$ cat src/rtl/counter_sched_pkg.sv
// Shared types and constants for the counter scheduler.
package counter_sched_pkg;

    typedef enum logic [1:0] {
        IDLE = 2'd0,
        LOAD = 2'd1,
        WAIT = 2'd2,
        DONE = 2'd3
    } state_t;

    // Terminal count of a WIDTH-bit up-counter.
    function automatic int term_val(input int width);
        return (1 << width) - 1;
    endfunction

    // Cycles in WAIT without seeing TERM before the counter is declared stuck.
    function automatic int wd_limit(input int width);
        return (1 << width) + 1;
    endfunction

endpackage

$ cat src/rtl/counter_sched_rr_arbiter.sv
// Combinational round-robin pick and pointer advance for counter_sched.
module rr_arbiter #(
    parameter int N_REQ = 4,
    parameter int IDXW  = 2
) (
    input  logic [N_REQ-1:0] i_req,
    input  logic [IDXW-1:0]  i_ptr,
    input  logic [IDXW-1:0]  i_owner,
    output logic             o_any,
    output logic [N_REQ-1:0] o_grant_oh,
    output logic [IDXW-1:0]  o_grant_idx,
    output logic [IDXW-1:0]  o_next_ptr
);

    // Candidate k is the requester k positions after the pointer, wrapping at N_REQ.
    logic [IDXW-1:0] w_cand_idx [N_REQ];

    generate
        for (genvar gi = 0; gi < N_REQ; gi++) begin : g_cand
            assign w_cand_idx[gi] = IDXW'((int'(i_ptr) + gi) % N_REQ);
        end
    endgenerate

    // First requesting candidate in rotated order wins.
    always_comb begin
        o_any       = 1'b0;
        o_grant_idx = '0;
        for (int k = 0; k < N_REQ; k++) begin
            if (!o_any && i_req[w_cand_idx[k]]) begin
                o_any       = 1'b1;
                o_grant_idx = w_cand_idx[k];
            end
        end
        o_grant_oh = o_any ? (N_REQ'(1) << o_grant_idx) : '0;
    end

    // Pointer moves just past the owner so it has lowest priority next time.
    always_comb begin
        o_next_ptr = (i_owner == IDXW'(N_REQ - 1)) ? '0 : i_owner + 1'b1;
    end

endmodule

$ cat src/rtl/counter_sched.sv
// Round-robin owner of one shared loadable up-counter: load, watch to TERM, report done.
module counter_sched
    import counter_sched_pkg::*;
#(
    parameter int N_REQ = 4,
    parameter int WIDTH = 4
) (
    input  logic                   clk,
    input  logic                   reset_n,
    input  logic [N_REQ-1:0]       req,
    input  logic [N_REQ*WIDTH-1:0] req_start,
    input  logic [WIDTH-1:0]       count,
    output logic [N_REQ-1:0]       grant,
    output logic                   load,
    output logic [WIDTH-1:0]       load_data,
    output logic [N_REQ-1:0]       done,
    output logic                   err,
    output logic                   busy
);

    localparam int              IDXW     = $clog2(N_REQ);
    localparam logic [WIDTH-1:0] TERM     = WIDTH'(term_val(WIDTH));
    localparam logic [WIDTH:0]   WD_LIMIT = (WIDTH + 1)'(wd_limit(WIDTH));

    state_t             r_state, w_state_next;
    logic [IDXW-1:0]    r_owner, w_owner_next;
    logic [IDXW-1:0]    r_ptr, w_ptr_next;
    logic [WIDTH:0]     r_wd, w_wd_next;
    logic [N_REQ-1:0]   r_grant, w_grant_next;
    logic [WIDTH-1:0]   r_load_data, w_load_data_next;
    logic [N_REQ-1:0]   r_done, w_done_next;
    logic               r_load, w_load_next;
    logic               r_err, w_err_next;
    logic               r_busy;

    logic               w_any;
    logic [N_REQ-1:0]   w_pick_oh;
    logic [IDXW-1:0]    w_pick_idx;
    logic [IDXW-1:0]    w_adv_ptr;
    logic [WIDTH-1:0]   w_start [N_REQ];

    generate
        for (genvar gi = 0; gi < N_REQ; gi++) begin : g_start
            assign w_start[gi] = req_start[gi*WIDTH +: WIDTH];
        end
    endgenerate

    rr_arbiter #(
        .N_REQ (N_REQ),
        .IDXW  (IDXW)
    ) u_arb (
        .i_req       (req),
        .i_ptr       (r_ptr),
        .i_owner     (r_owner),
        .o_any       (w_any),
        .o_grant_oh  (w_pick_oh),
        .o_grant_idx (w_pick_idx),
        .o_next_ptr  (w_adv_ptr)
    );

    // Next-state logic; every exit from an ownership clears grant and moves the pointer.
    always_comb begin
        w_state_next     = r_state;
        w_owner_next     = r_owner;
        w_ptr_next       = r_ptr;
        w_wd_next        = r_wd;
        w_grant_next     = r_grant;
        w_load_data_next = r_load_data;
        w_load_next      = 1'b0;
        w_done_next      = '0;
        w_err_next       = 1'b0;
        unique case (r_state)
            IDLE: begin
                if (w_any) begin
                    w_state_next     = LOAD;
                    w_owner_next     = w_pick_idx;
                    w_grant_next     = w_pick_oh;
                    w_load_data_next = w_start[w_pick_idx];
                    w_load_next      = 1'b1;
                end
            end
            LOAD: begin
                w_wd_next = '0;
                if (!req[r_owner]) begin
                    w_state_next = IDLE;
                    w_grant_next = '0;
                    w_ptr_next   = w_adv_ptr;
                end else begin
                    w_state_next = WAIT;
                end
            end
            WAIT: begin
                if (!req[r_owner]) begin
                    w_state_next = IDLE;
                    w_grant_next = '0;
                    w_ptr_next   = w_adv_ptr;
                end else if (count == TERM) begin
                    w_state_next = DONE;
                    w_done_next  = r_grant;
                end else if ((r_wd + 1'b1) == WD_LIMIT) begin
                    w_state_next = IDLE;
                    w_err_next   = 1'b1;
                    w_grant_next = '0;
                    w_ptr_next   = w_adv_ptr;
                end else begin
                    w_wd_next = r_wd + 1'b1;
                end
            end
            DONE: begin
                w_state_next = IDLE;
                w_grant_next = '0;
                w_ptr_next   = w_adv_ptr;
            end
            default: w_state_next = IDLE;
        endcase
    end

    // State and registered outputs; reset clears everything without touching the counter.
    always_ff @(posedge clk or negedge reset_n) begin
        if (!reset_n) begin
            r_state     <= IDLE;
            r_owner     <= '0;
            r_ptr       <= '0;
            r_wd        <= '0;
            r_grant     <= '0;
            r_load_data <= '0;
            r_load      <= 1'b0;
            r_done      <= '0;
            r_err       <= 1'b0;
            r_busy      <= 1'b0;
        end else begin
            r_state     <= w_state_next;
            r_owner     <= w_owner_next;
            r_ptr       <= w_ptr_next;
            r_wd        <= w_wd_next;
            r_grant     <= w_grant_next;
            r_load_data <= w_load_data_next;
            r_load      <= w_load_next;
            r_done      <= w_done_next;
            r_err       <= w_err_next;
            r_busy      <= (w_state_next != IDLE);
        end
    end

    assign grant     = r_grant;
    assign load      = r_load;
    assign load_data = r_load_data;
    assign done      = r_done;
    assign err       = r_err;
    assign busy      = r_busy;

endmodule
$ cat config.mk
export PLATFORM = sky130hd
export DESIGN_NAME = counter_sched
export DESIGN_NICKNAME = d
export VERILOG_FILES = /design/src/rtl/counter_sched_pkg.sv /design/src/rtl/counter_sched_rr_arbiter.sv /design/src/rtl/counter_sched.sv
export SDC_FILE = /design/constraint.sdc
export NUM_CORES = 1
export LEC_CHECK = 0
export CAP_MARGIN = 20
export CORE_UTILIZATION = 29
export CTS_CLUSTER_DIAMETER = 150
export DETAILED_ROUTE_END_ITERATION = 8
export SYNTH_ARGS = -nofsm -noshare
export SYNTH_HDL_FRONTEND = slang
export SYNTH_HIERARCHICAL = 1
export SYNTH_SLANG_ARGS = --single-unit
$ cat constraint.sdc
create_clock -name clk -period 2.45 [get_ports clk]
set_input_delay 0.6125 -clock clk [delete_from_list [all_inputs] [get_ports clk]]
set_output_delay 0.6125 -clock clk [all_outputs]
set_load 0.03 [all_outputs]
==> reports/qor.yml <==
drt_iter0_markers: 90
place.gp.congestion: 0.748
io_pins: 41
core_region_area_um2: 5540
place.port_buffers: 40
start_kind: "input port"
synth-xor-area-share: 0.00522
drtPass1Iterations: 4
p_leak_nw: 0.954
synth_mux_area_frac: 0.150
synth_top_family_by_area: "simple AND/OR/NAND/NOR gates"
ant_nets: 0
avgRoutedWirePerCell_um: 12.6
placed_cells: 285
period_share: 0.946
clock-root-buffer: "clkbuf_8"
tritoncts: "built"
overflow: 0
design.die.area_um2: 6090
synth_nets: 195
synth-edff-count: 0
cts.sinks: 26
synth_cell_types: 49
finalSetupViolations: 0
final_max_slew_viol_count: 0
die_y_um: 78.0
drt-vias-per-instance: 4.90
synthToLayoutAreaGrowth_pct: 36.4
synth_compound_area_frac: 0.181
drc: 0
switching_share: 0.399
hold_violations: 0
synthAdderAreaFrac: 0.0224
dieWidth_um: 78.0
cts_buffers: 3
initial_core_util: 0.303
drt-total-wl_um: 3650
ys.warnings.count: 6
worstMarginPinSlew_ns: 0.359
rsz0062_at_grt: "no"
grt_max_degree: 27
p_int_mw: 1.30
grt_pass1_vias: 1403
outcome: "complete, no violations"
ys.flop_type: "dfrtp_1"
cp.required_ns: 2.61
path_clk_slew_ns: 0.09
slowest_delay_ns: 0.49
synth_cells: 166
synth_seq_area_share: 0.388
cts_resized: 0
num_antenna_cells: 0
setup.worst_path.class: "input port to flip-flop"
clockBufferDepth: 2
synthSimpleGateAreaFrac: 0.201
p_comb_frac: 0.542
syn_area_um2: 1680
final.min_clock_period_ns: 2.32
post_cts_buffers: 0
syn_avg_cell_area_um2: 10.1
holdCritPathClass: "flip-flop to flip-flop"
grt_first_pass_wirelength_um: 6490
powerDensity_nw_per_um2: 947
cts-htree-levels: 1
hpwl_um: 2800
irDropWorstVdd_mv: 0.393
fill_cells: 574
maxSlewHeadroom: 0.757
post_cts_hold_buffer_count: 0
power_frac_clock: 0.131
worst-endpoint-arrival_ns: 2.48
nets: 247
cpLargestDelayFamily: "multiplexers"
power_frac_seq: 0.327
antenna_found_initial: 0
drv_cap: 0
ys_ff_latch: 26
vias: 1415
end_kind: "flip-flop"
path_max_fanout: 5
fin_hold_ws_ns: 0.520
critPathBufInv: 2
slowest_stage: "mux4_2"
core.rowCount: 27
netSwitchingPower_uw: 864
crit_chain: "clkdlybuf4s50_1, mux2i_1, nor2_1, a311oi_2, buf_4, mux4_2, mux2_2"
drive_gt1_frac: 0.207
layout.cells.non_filler: 289
async_reset_ff_frac: 1.00
track_usage: 0.131
finalClockSkew_ns: 0.00219
clock_latency_ns: 0.27
fmaxAchievable_ghz: 0.432
flip-flops by register name, summed over array words and instances, names as in the netlist:
signal and count:
busy 1, r_owner 2, r_ptr 2, done 4, err 1, r_state 2, load 1, r_wd 5
grant 4, load_data 4
layout by cell type (no fill, tap or decap), drive strengths merged, types with 3 or more instances in the layout:
cell type / synthesis / final
a21oi: 6 / 6
o21ai: 6 / 6
ha: 3 / 3
mux2: 7 / 7
o211ai: 4 / 4
mux2i: 6 / 6
mux4: 5 / 5
nor3: 5 / 5
buf: 6 / 16
nand3b: 5 / 5
clkdlybuf4s50: 0 / 40
and2: 6 / 6
dfrtp: 26 / 26
nor2b: 5 / 5
nor2: 13 / 13
nand2: 13 / 13
nand3: 6 / 6
clkbuf: 3 / 4
inv: 7 / 7
a31oi: 3 / 3
power by group through the flow:
stage          sequential, mW  combinational (mW)  clock, mW
6_report                0.708                1.17      0.285
5_1_grt                 0.736                1.29      0.315
4_1_cts                 0.711                1.19      0.295
3_5_place_dp            0.720                1.18          0
3_3_place_gp            0.717                1.18          0
2_1_floorplan           0.823               0.693          0
synthesized netlist by cell type (all sizes together) (3+ instances only):
| master | number | area, um^2 |
|---|---|---|
| dfrtp | 26 | 651 |
| nand2 | 13 | 48.8 |
| nor2 | 13 | 48.8 |
| inv | 7 | 26.3 |
| mux2 | 7 | 78.8 |
| a21oi | 6 | 30.0 |
| and2 | 6 | 37.5 |
| buf | 6 | 48.8 |
| mux2i | 6 | 60.1 |
| nand3 | 6 | 30.0 |
| o21ai | 6 | 33.8 |
| mux4 | 5 | 113 |
| nand3b | 5 | 37.5 |
| nor2b | 5 | 31.3 |
| nor3 | 5 | 30.0 |
| o211ai | 4 | 30.0 |
| a31oi | 3 | 18.8 |
| clkbuf | 3 | 12.5 |
| ha | 3 | 37.5 |
metrics by stage:
stage                     setup TNS, ns  setup WS (ns)  instance area (um^2)  utilization  total power, mW
final                                 0          0.133                  2290        0.413             2.17
after floorplan                       0         0.0859                  1680            -             1.52
after global routing                  0         0.0183                  2290        0.413             2.34
after CTS                             0          0.121                  2290        0.413             2.19
after detailed placement          -1.23         -0.181                  2230        0.403             1.90
after global placement           -0.736         -0.133                  2230        0.403             1.89
metal layers:
metal	up-vias	wire (um)	track usage
met5	-	0	0
met4	0	29	0.0333
met3	2	68	0.0105
met2	21	1890	0.230
met1	685	1660	0.175
li1	707	-	-
worst paths after layout:
path | depth (start not counted) | slack, ns | to | from
setup / recovery | 7 | 0.13 | load_data[2] | req[2]
setup reg to reg | 6 | 0.49 | load_data[2] | r_ptr[1]
hold / removal | 1 | 0.52 | load_data[3] | load_data[3]
max in group asynchronous | 2 | 1.50 | r_owner[1] | reset_n
hold reg to reg | 1 | 0.52 | load_data[3] | load_data[3]
min in group asynchronous | 2 | 0.70 | err | reset_n
kinds of logic (layout without fill, tap and decap cells):
family | Yosys count | in the layout
AOI/OAI and AO/OA | 39 | 39
xor gates and xnor gates | 1 | 1
adders and majority gates | 3 | 3
buffers and inverters | 16 | 67
DFF | 26 | 26
muxes | 18 | 18
and+or+nand+nor | 63 | 63
area by class of cell:
type / instances / area (um^2) / share of cell area
flip-flops and latches: 26 / 651 / 0.284
multi-input cells: 124 / 945 / 0.413
well taps: 72 / 90.1 / 0.0394
inverters: 7 / 26.3 / 0.0115
clock buffers: 4 / 55.1 / 0.0241
repair buffers: 56 / 520 / 0.228
(Power assumes the default switching activity.)
